### src/rtl/vga_timing_axis.sv
// One-axis VGA timing generator: walks FRONT -> SYNC -> BACK -> ACTIVE once per period on en_i ticks.
// Segment lengths are shadow-loaded and take effect at the period boundary.
module vga_timing_axis #(
    parameter int unsigned CNT_W           = 10,
    parameter int unsigned ACTIVE_LEN      = 480,
    parameter int unsigned FRONT_LEN       = 10,
    parameter int unsigned SYNC_LEN        = 2,
    parameter int unsigned BACK_LEN        = 33,
    parameter int unsigned SYNC_ACTIVE_LOW = 1
) (
    input  logic             clk_i,
    input  logic             rst_i,
    input  logic             en_i,
    input  logic             cfg_load_i,
    input  logic [CNT_W-1:0] cfg_active_i,
    input  logic [CNT_W-1:0] cfg_front_i,
    input  logic [CNT_W-1:0] cfg_sync_i,
    input  logic [CNT_W-1:0] cfg_back_i,
    output logic             cfg_pending_o,
    output logic [1:0]       state_o,
    output logic [CNT_W-1:0] count_o,
    output logic             active_video_o,
    output logic             sync_pulse_o,
    output logic             active_start_o,
    output logic             period_end_o
);

    typedef enum logic [1:0] {
        ST_FRONT  = 2'd0,
        ST_SYNC   = 2'd1,
        ST_BACK   = 2'd2,
        ST_ACTIVE = 2'd3
    } state_t;

    localparam logic [CNT_W-1:0] DEF_ACTIVE = CNT_W'(ACTIVE_LEN);
    localparam logic [CNT_W-1:0] DEF_FRONT  = CNT_W'(FRONT_LEN);
    localparam logic [CNT_W-1:0] DEF_SYNC   = CNT_W'(SYNC_LEN);
    localparam logic [CNT_W-1:0] DEF_BACK   = CNT_W'(BACK_LEN);
    localparam logic             SYNC_ON    = (SYNC_ACTIVE_LOW != 0) ? 1'b0 : 1'b1;

    state_t           state, state_n;
    logic [CNT_W-1:0] count, count_n;
    logic             active_q, sync_q;

    logic [CNT_W-1:0] live_active, live_front, live_sync, live_back;
    logic [CNT_W-1:0] shad_active, shad_front, shad_sync, shad_back;
    logic             pending;

    logic [CNT_W-1:0] cur_len;
    logic [CNT_W-1:0] last_cnt;
    logic             last_tick;

    // Length of the segment in progress; zero is treated as a one-tick segment.
    always_comb begin
        cur_len = live_front;
        case (state)
            ST_FRONT:  cur_len = live_front;
            ST_SYNC:   cur_len = live_sync;
            ST_BACK:   cur_len = live_back;
            ST_ACTIVE: cur_len = live_active;
            default:   cur_len = live_front;
        endcase
        last_cnt  = (cur_len == '0) ? '0 : cur_len - CNT_W'(1);
        last_tick = (count == last_cnt);
    end

    // Next-state and counter.
    always_comb begin
        state_n = state;
        count_n = count;
        if (en_i) begin
            if (last_tick) begin
                count_n = '0;
                case (state)
                    ST_FRONT:  state_n = ST_SYNC;
                    ST_SYNC:   state_n = ST_BACK;
                    ST_BACK:   state_n = ST_ACTIVE;
                    ST_ACTIVE: state_n = ST_FRONT;
                    default:   state_n = ST_FRONT;
                endcase
            end else begin
                count_n = count + CNT_W'(1);
            end
        end
    end

    // State register; Moore outputs are decoded from the next state so they align with state_o.
    always_ff @(posedge clk_i or posedge rst_i) begin
        if (rst_i) begin
            state    <= ST_FRONT;
            count    <= '0;
            active_q <= 1'b0;
            sync_q   <= ~SYNC_ON;
        end else begin
            state    <= state_n;
            count    <= count_n;
            active_q <= (state_n == ST_ACTIVE);
            sync_q   <= (state_n == ST_SYNC) ? SYNC_ON : ~SYNC_ON;
        end
    end

    // Shadow capture and boundary transfer; a load in the same cycle re-arms pending.
    always_ff @(posedge clk_i or posedge rst_i) begin
        if (rst_i) begin
            live_active <= DEF_ACTIVE;
            live_front  <= DEF_FRONT;
            live_sync   <= DEF_SYNC;
            live_back   <= DEF_BACK;
            shad_active <= DEF_ACTIVE;
            shad_front  <= DEF_FRONT;
            shad_sync   <= DEF_SYNC;
            shad_back   <= DEF_BACK;
            pending     <= 1'b0;
        end else begin
            if (period_end_o && pending) begin
                live_active <= shad_active;
                live_front  <= shad_front;
                live_sync   <= shad_sync;
                live_back   <= shad_back;
                pending     <= 1'b0;
            end
            if (cfg_load_i) begin
                shad_active <= cfg_active_i;
                shad_front  <= cfg_front_i;
                shad_sync   <= cfg_sync_i;
                shad_back   <= cfg_back_i;
                pending     <= 1'b1;
            end
        end
    end

    assign active_start_o = en_i && last_tick && (state == ST_BACK);
    assign period_end_o   = en_i && last_tick && (state == ST_ACTIVE);
    assign state_o        = state;
    assign count_o        = count;
    assign active_video_o = active_q;
    assign sync_pulse_o   = sync_q;
    assign cfg_pending_o  = pending;

endmodule
### config.mk
export PLATFORM = sky130hd
export DESIGN_NAME = vga_timing_axis
export DESIGN_NICKNAME = d
export VERILOG_FILES = /design/src/rtl/vga_timing_axis.sv
export SDC_FILE = /design/constraint.sdc
export NUM_CORES = 1
export LEC_CHECK = 0
export CORE_ASPECT_RATIO = 0.7
export CORE_MARGIN = 4
export CORE_UTILIZATION = 45
export DETAILED_ROUTE_END_ITERATION = 16
export DONT_BUFFER_PORTS = 1
export SKIP_LAST_GASP = 1
export SYNTH_ARGS = -nofsm -noshare
export SYNTH_HDL_FRONTEND = slang
export SYNTH_SLANG_ARGS = --single-unit
export TNS_END_PERCENT = 20
### constraint.sdc
create_clock -name clk_i -period 6.05 [get_ports clk_i]
set_input_delay 0.605 -clock clk_i [delete_from_list [all_inputs] [get_ports clk_i]]
set_output_delay 0.605 -clock clk_i [all_outputs]
set_load 0.01 [all_outputs]
==> results by group, run 1 <==
Synth
  – Synth Warn #: 0
  – Yosys top cell by area: dfrtp_1
  – Mapped Area: 4580 um^2
  – Post-synthesis compound-gate area fraction: 0.0964
  – Synth top area cells: dfrtp_1, mux2_2, dfstp_2
  – Sequential share of the synthesized area: 0.524
  – EDFF count, synth: 0
  – Post-synthesis mux area share: 0.217
  – Mapped Nets: ~420
  – Post-synthesis simple-gate area fraction: 0.0825
  – Post-Synthesis Cells: 367
  – Asr flop ratio synth: 1.00
  – Seq cells post-synth: 95
  – Combinational family with the most area after synthesis: multiplexers
  – Main synth FF type: dfrtp_1
  – Synth cell types: 50
  – Top cell type's share of synthesized area: 0.415
  – Syn_area_per_cell: approximately 12 um^2
  – Synth Area in XOR/XNOR: 0.0230
  – Adder-Cell Fraction of Synth Area: 0.0191

Layout
  – Multi-input logic area: about 2000 um^2
  – # diodes: 0
  – Register Area: approximately 2400 um^2
  – Fill count: between 800 and 900
  – Nets: just over 400
  – Layout cells sized above 1: 0.326
  – Area Growth Syn to Fin: 8.25%

Flow run
  – Max_cap viols: 0

Timing
  – RSZ-0062 raised after global routing: false
  – Setup TNS: 0 ns
  – Crit path time final: between 5 and 6 ns
  – Peak Freq: approximately 190 MHz
  – Slew @ Worst Pin: 0.862 ns
  – Final period util: 0.865
  – Worst setup margin: between 0.8 and 0.9 ns
  – Hold Slack: roughly 0.13 ns
  – Max Slew Vio Count: 0
  – Final Skew: around 0.0062 ns
  – Final setup viols: 0
  – Fin. Hold Viols: 0
  – Rel. slew slack: 0.425

Place
  – Routability Congestion: approximately 0.88
  – Detail Placement HPWL: roughly 7000 um
  – I/O Buffers: 0
  – Pre-CTS WS: 1.21 ns

Routing
  – Antenna viol nets, final: 0
  – DRT iter0 DRCs: between 200 and 250
  – TritonRoute pass-1 iters: 5
  – Vias: between 2k and 3k
  – DRC Markers: 0
  – Via density: between 5 and 6
  – Routed wire per std cell: 19.4 um
  – Final wirelength: just under 10000 um

Global routing
  – Largest net degree at the start of global routing: 72
  – All-layer global routing usage: 0.171
  – Initial antenna violation count: 0
  – First-pass GRT wire length: approximately 16000 um
  – Grt total ovfl: 0
  – Number of global-route vias before repair: around 2.9k

Critical path
  – R2R depth: 16
  – Worst EP required: roughly 5.4 ns
  – Largest stage delay, worst path: between 0.4 and 0.5 ns
  – Worst Path Max Fanout: 13
  – Critical path endpoint category: primary output
  – CP arrival: 4.63 ns
  – Slowest cell on the critical path: dfrtp_1
  – Cell Chain, Critical Path: inv_1, ha_1, a222oi_1, a21oi_1, inv_1, ha_1, and3b_1, a41oi_1, nor4_2, and2_1, mux2i_1, a221o_1, a211o_1, nor2_1, buf_4, and2_1
  – Crit start category: register
  – WS Path Type: reg -> out

CTS
  – Root buffer cell: clkbuf_16
  – CTS Buffer Depth: 2
  – TritonCTS clock tree: yes
  – Post-CTS Setup Bufs: 0
  – Post-CTS Resized: 0
  – H-tree Lvls: 3
  – Inserted Clock Buffers: 9
  – Clock sink count: between 90 and 100
  – Clk Latency, worst-skew pair: about 0.34 ns
  – Hold_buf cts: 0
  – Clk slew on worst S/H paths: 0.06 ns

Run status
  – Status: finished, final reports clean

Floorplanning
  – Total core area: 9800 um^2
  – Site row count: 30
  – Initial Util: 0.467
  – Die extent in y: ~90 um
  – Chip Width: between 100 and 150 um
  – IO Pins: between 60 and 70
  – Die area: around 12000 um^2

Power and ir drop
  – Leakage: 2.16 nW
  – Worst vdd ir: roughly 0.18 mV
  – PD cells: ~500 nW/um^2

Min path
  – HP Class: in -> async
==> final cells by class <==
cell class,count,area share
Sequential cell,95,0.484
Timing Repair Buffer,4,0.00606
Inverter,15,0.0116
Multi-Input combinational cell,238,0.405
Clock inverter,4,0.0111
Tap cell,128,0.0323
Clock buffer,12,0.0497
==> layout by cell type, fill, tap and decap left out, drive strengths merged, types with 3 or more instances in the layout <==
cell type,count
nor3,4
nand2,12
nand2b,4
and2,4
inv,15
a22o,4
buf,4
xor2,5
and3,3
nand4,4
nand3,10
dfrtp,76
nor2,19
mux2,83
mux2i,6
dfstp,19
ha,7
o21ai,6
a222oi,5
xnor2,7
a31oi,3
a21oi,14
clkbuf,12
a22oi,11
==> critical path, delay by kind of cell (launching register included) <==
kind	cells	cell delay (ns)
DFF	1	0.49
adders and majority gates	2	0.59
and+or+nand+nor	5	1.37
AOI/OAI and AO/OA	5	1.24
buffers and inverters	3	0.49
muxes	1	0.09
==> metal layers <==
metal,track usage,wire [um],share of wire
met1,0.260,4920,0.51
met2,0.237,3950,0.41
met4,0.0490,126,0.013
met3,0.0484,613,0.064
met5,0,0,0
==> through the flow <==
step	std cells	cell area [um^2]	util	total power, mW
5_1_grt	496	4960	0.506	2.64
3_3_place_gp	480	4660	0.475	1.89
3_5_place_dp	480	4660	0.475	1.89
2_1_floorplan	367	4580	-	1.66
6_report	496	4960	0.506	2.47
4_1_cts	496	4960	0.506	2.48
==> where the power goes <==
part           total [mW]  internal (mW)  switching (mW)
registers           0.780          0.696          0.0832
logic                1.12          0.463           0.659
clock network       0.569          0.334           0.235
==> cell families after synthesis <==
family	after synthesis
flip-flops	95
multiplexers	89
AND/OR/NAND/NOR	69
AO/OA/AOI/OAI	61
buffers and inverters	34
XOR/XNOR	12
adder cells (fa/ha/maj)	7
==> cell usage after synthesis (all sizes together) (3+ instances only) <==
cell type / n
xnor2: 7
o21ai: 6
nand2: 12
a31oi: 3
buf: 10
ha: 7
a22oi: 11
inv: 15
nand4: 4
dfrtp: 76
mux2: 83
dfstp: 19
a22o: 4
xor2: 5
nand2b: 4
nor3: 4
and3: 3
a21oi: 14
nand3: 10
mux2i: 6
clkbuf: 9
nor2: 19
a222oi: 5
and2: 4
==> final timing paths <==
check | to | start | slack [ns]
setup / recovery | active_start_o | state_o[0] | 0.81
hold reg to reg | live_front[7] | shad_front[7] | 0.49
setup reg to reg | live_front[4] | state_o[0] | 1.38
min in group clk_i | count_o[0] | en_i | 0.36
max in group asynchronous | shad_front[7] | rst_i | 4.73
hold / removal | shad_active[4] | rst_i | 0.13
==> sequential cells by signal, indices dropped and copies added (netlist names) <==
register and flops:
live_sync 10, live_back 10, shad_sync 10, count_o 10, shad_back 10, live_active 10
active_video_o 1, live_front 10, cfg_pending_o 1, state_o 2, shad_active 10, shad_front 10
sync_pulse_o 1
Note: power is estimated with default switching activity, not from simulation.
==> inputs of run 2 (changes only) <==
==> constraint.sdc (replaced) <==
create_clock -name clk_i -period 4.2 [get_ports clk_i]
set_input_delay 0.42 -clock clk_i [delete_from_list [all_inputs] [get_ports clk_i]]
set_output_delay 0.42 -clock clk_i [all_outputs]
set_load 0.01 [all_outputs]
==> results by group, run 2 (synthesis gave the netlist of run 1 again) <==
Timing
  – Fin. Hold Viols: 0 (unchanged)
  – Final Skew: 0.00802 ns (was 0.00616 ns)
  – Final setup viols: 0 (unchanged)
  – Crit path time final: 4.09 ns
  – Rel. slew slack: 0.460 (was 0.425)
  – Setup TNS: 0 ns (unchanged)
  – RSZ-0062 raised after global routing: true (was false)
  – Hold Slack: 0.0937 ns (was 0.126 ns)
  – Worst setup margin: 0.106 ns (was 0.814 ns)
  – Final period util: 0.975
  – Max Slew Vio Count: 0 (unchanged)
  – Slew @ Worst Pin: 0.810 ns (was 0.862 ns)
  – Peak Freq: between 200 and 250 MHz

Routing
  – Final wirelength: 10700 um (was 9610 um)
  – Via density: 5.67 (was 5.77)
  – TritonRoute pass-1 iters: 5 (unchanged)
  – Antenna viol nets, final: 0 (unchanged)
  – DRC Markers: 0 (unchanged)
  – DRT iter0 DRCs: 239 (was 204)
  – Vias: 3053 (was 2861)
  – Routed wire per std cell: 20.0 um (was 19.4 um)

Layout
  – Layout cells sized above 1: 0.459 (was 0.326)
  – Most common cell after layout, fill and taps aside: dfrtp_1
  – Nets: 456 (was 414)
  – Core Util, Final: 0.566 (was 0.506)
  – Final Cell Area: 5540 um^2 (was 4960 um^2)
  – Highest-count cells in the layout ignoring fill and taps: dfrtp_1, mux2_2, buf_4 (was mux2_2, dfrtp_1, nor2_1, dfstp_2, a21oi_1)
  – # diodes: 0 (unchanged)
  – Area Growth Syn to Fin: 21.0% (was 8.25%)

Place
  – Routability Congestion: 0.913 (was 0.880)
  – I/O Buffers: 0 (unchanged)
  – Pre-CTS WS: 0.0360 ns (was 1.21 ns)
  – Detail Placement HPWL: 6930 um (was 7090 um)
  – Placed Area: 4740 um^2 (was 4660 um^2)

Critical path
  – CP arrival: 4.33 ns (was 4.63 ns)
  – Most frequent CP cell: ha_4
  – Worst Path Max Fanout: 4 (was 13)
  – Crit path buf inv count: 5 (was 3)
  – Slowest cell on the critical path: a222oi_1 (was dfrtp_1)
  – WS Path Type: reg -> reg (was reg -> out)
  – Top delay family on crit path: compound AO/OA/AOI/OAI gates (was simple AND/OR/NAND/NOR gates)
  – Worst EP required: 4.43 ns (was 5.44 ns)
  – Largest stage delay, worst path: 0.46 ns (was 0.49 ns)
  – Crit start category: register (unchanged)
  – Cell Chain, Critical Path: inv_2, ha_4, a222oi_1, a21oi_1, inv_1, ha_4, and3b_1, a41oi_2, nor4_4, and2_4, mux2i_1, a221o_1, a211o_4, buf_12, nor3_4, buf_6, clkbuf_16, mux2_2 (was inv_1, ha_1, a222oi_1, a21oi_1, inv_1, ha_1, and3b_1, a41oi_1, nor4_2, and2_1, mux2i_1, a221o_1, a211o_1, nor2_1, buf_4, and2_1)
  – Critical path endpoint category: register (was primary output)

Floorplanning
  – IO Pins: 61 (unchanged)
  – Chip Width: 129 um (unchanged)
  – Site row count: 30 (unchanged)
  – Total core area: 9800 um^2 (unchanged)
  – Initial Util: 0.467 (unchanged)
  – Die area: 11900 um^2 (unchanged)
  – Die extent in y: 92.4 um (unchanged)

Global routing
  – Number of global-route vias before repair: 2997 (was 2851)
  – All-layer global routing usage: 0.178 (was 0.171)
  – Initial antenna violation count: 0 (unchanged)
  – Grt total ovfl: 0 (unchanged)
  – Largest net degree at the start of global routing: 50 (was 72)
  – First-pass GRT wire length: 16400 um (was 15900 um)

CTS
  – Hold_buf cts: 0 (unchanged)
  – Clock sink count: 95 (unchanged)
  – TritonCTS clock tree: yes (unchanged)
  – Root buffer cell: clkbuf_16 (unchanged)
  – H-tree Lvls: 3 (unchanged)
  – Inserted Clock Buffers: 9 (unchanged)
  – Clk slew on worst S/H paths: 0.07 ns (was 0.06 ns)
  – CTS Buffer Depth: 2 (unchanged)
  – Clk Latency, worst-skew pair: 0.34 ns (about the same)

Min path
  – HP Class: in -> async (unchanged)

Power and ir drop
  – Leakage: 2.42 nW (was 2.16 nW)
  – PD cells: 769 nW/um^2 (was 499 nW/um^2)
  – Worst vdd ir: 0.360 mV (was 0.185 mV)

Run status
  – Status: finished, final reports clean (unchanged)

Flow run
  – Max_cap viols: 0 (unchanged)
-- run 2: repair_timing --
item	in CTS	in global routing
resized for setup	13	32
pin swaps	9	17
gates cloned	0	5
endpoints found under the setup margin	2	45
hold endpoints to repair	0	0
setup buffers	20	9
-- run 2: cell type report --
cell class | instances | area [um^2]
fill | 818 | 4250
sequential | 95 | 2400
tap | 128 | 160
inverter | 15 | 60.1
multi-input combinational | 238 | 2190
clock inverter | 5 | 41.3
clock buffer | 11 | 243
timing repair buffer | 46 | 442
-- run 2: worst paths after layout --
check | from | slack (ns) | end | depth (start not counted)
worst max-delay path | state_o[1] | 0.11 | live_back[4] | 18
worst min-delay path | rst_i | 0.09 | state_o[0] | 1
worst max register to register | state_o[1] | 0.11 | live_back[4] | 18
worst min register to register | live_front[7] | 0.49 | live_front[7] | 1
max in group asynchronous | rst_i | 3.02 | live_front[4] | 2
min in group clk_i | en_i | 0.17 | count_o[0] | 1
-- run 2: report_power, final --
| part | switching (mW) | internal, mW |
|---|---|---|
| Combinational | 1.21 | 1.15 |
| Sequential | 0.123 | 1.00 |
| Clock | 0.361 | 0.424 |
| Total | 1.69 | 2.57 |
-- run 2: per-layer routing --
metal | part of all wire | routed length, um | vias to the layer above | global-route usage
li1 | - | - | 1412 | -
met1 | 0.51 | 5440 | 1533 | 0.269
met2 | 0.42 | 4470 | 96 | 0.247
met3 | 0.066 | 710 | 12 | 0.0513
met4 | 0.011 | 115 | 0 | 0.0524
met5 | 0 | 0 | - | 0
-- run 2: stage by stage --
step	total power, mW	cells
after floorplan	2.40	367
after global placement	2.80	490
after detailed placement	2.79	490
after CTS	3.86	526
after global routing	4.53	538
final	4.26	538
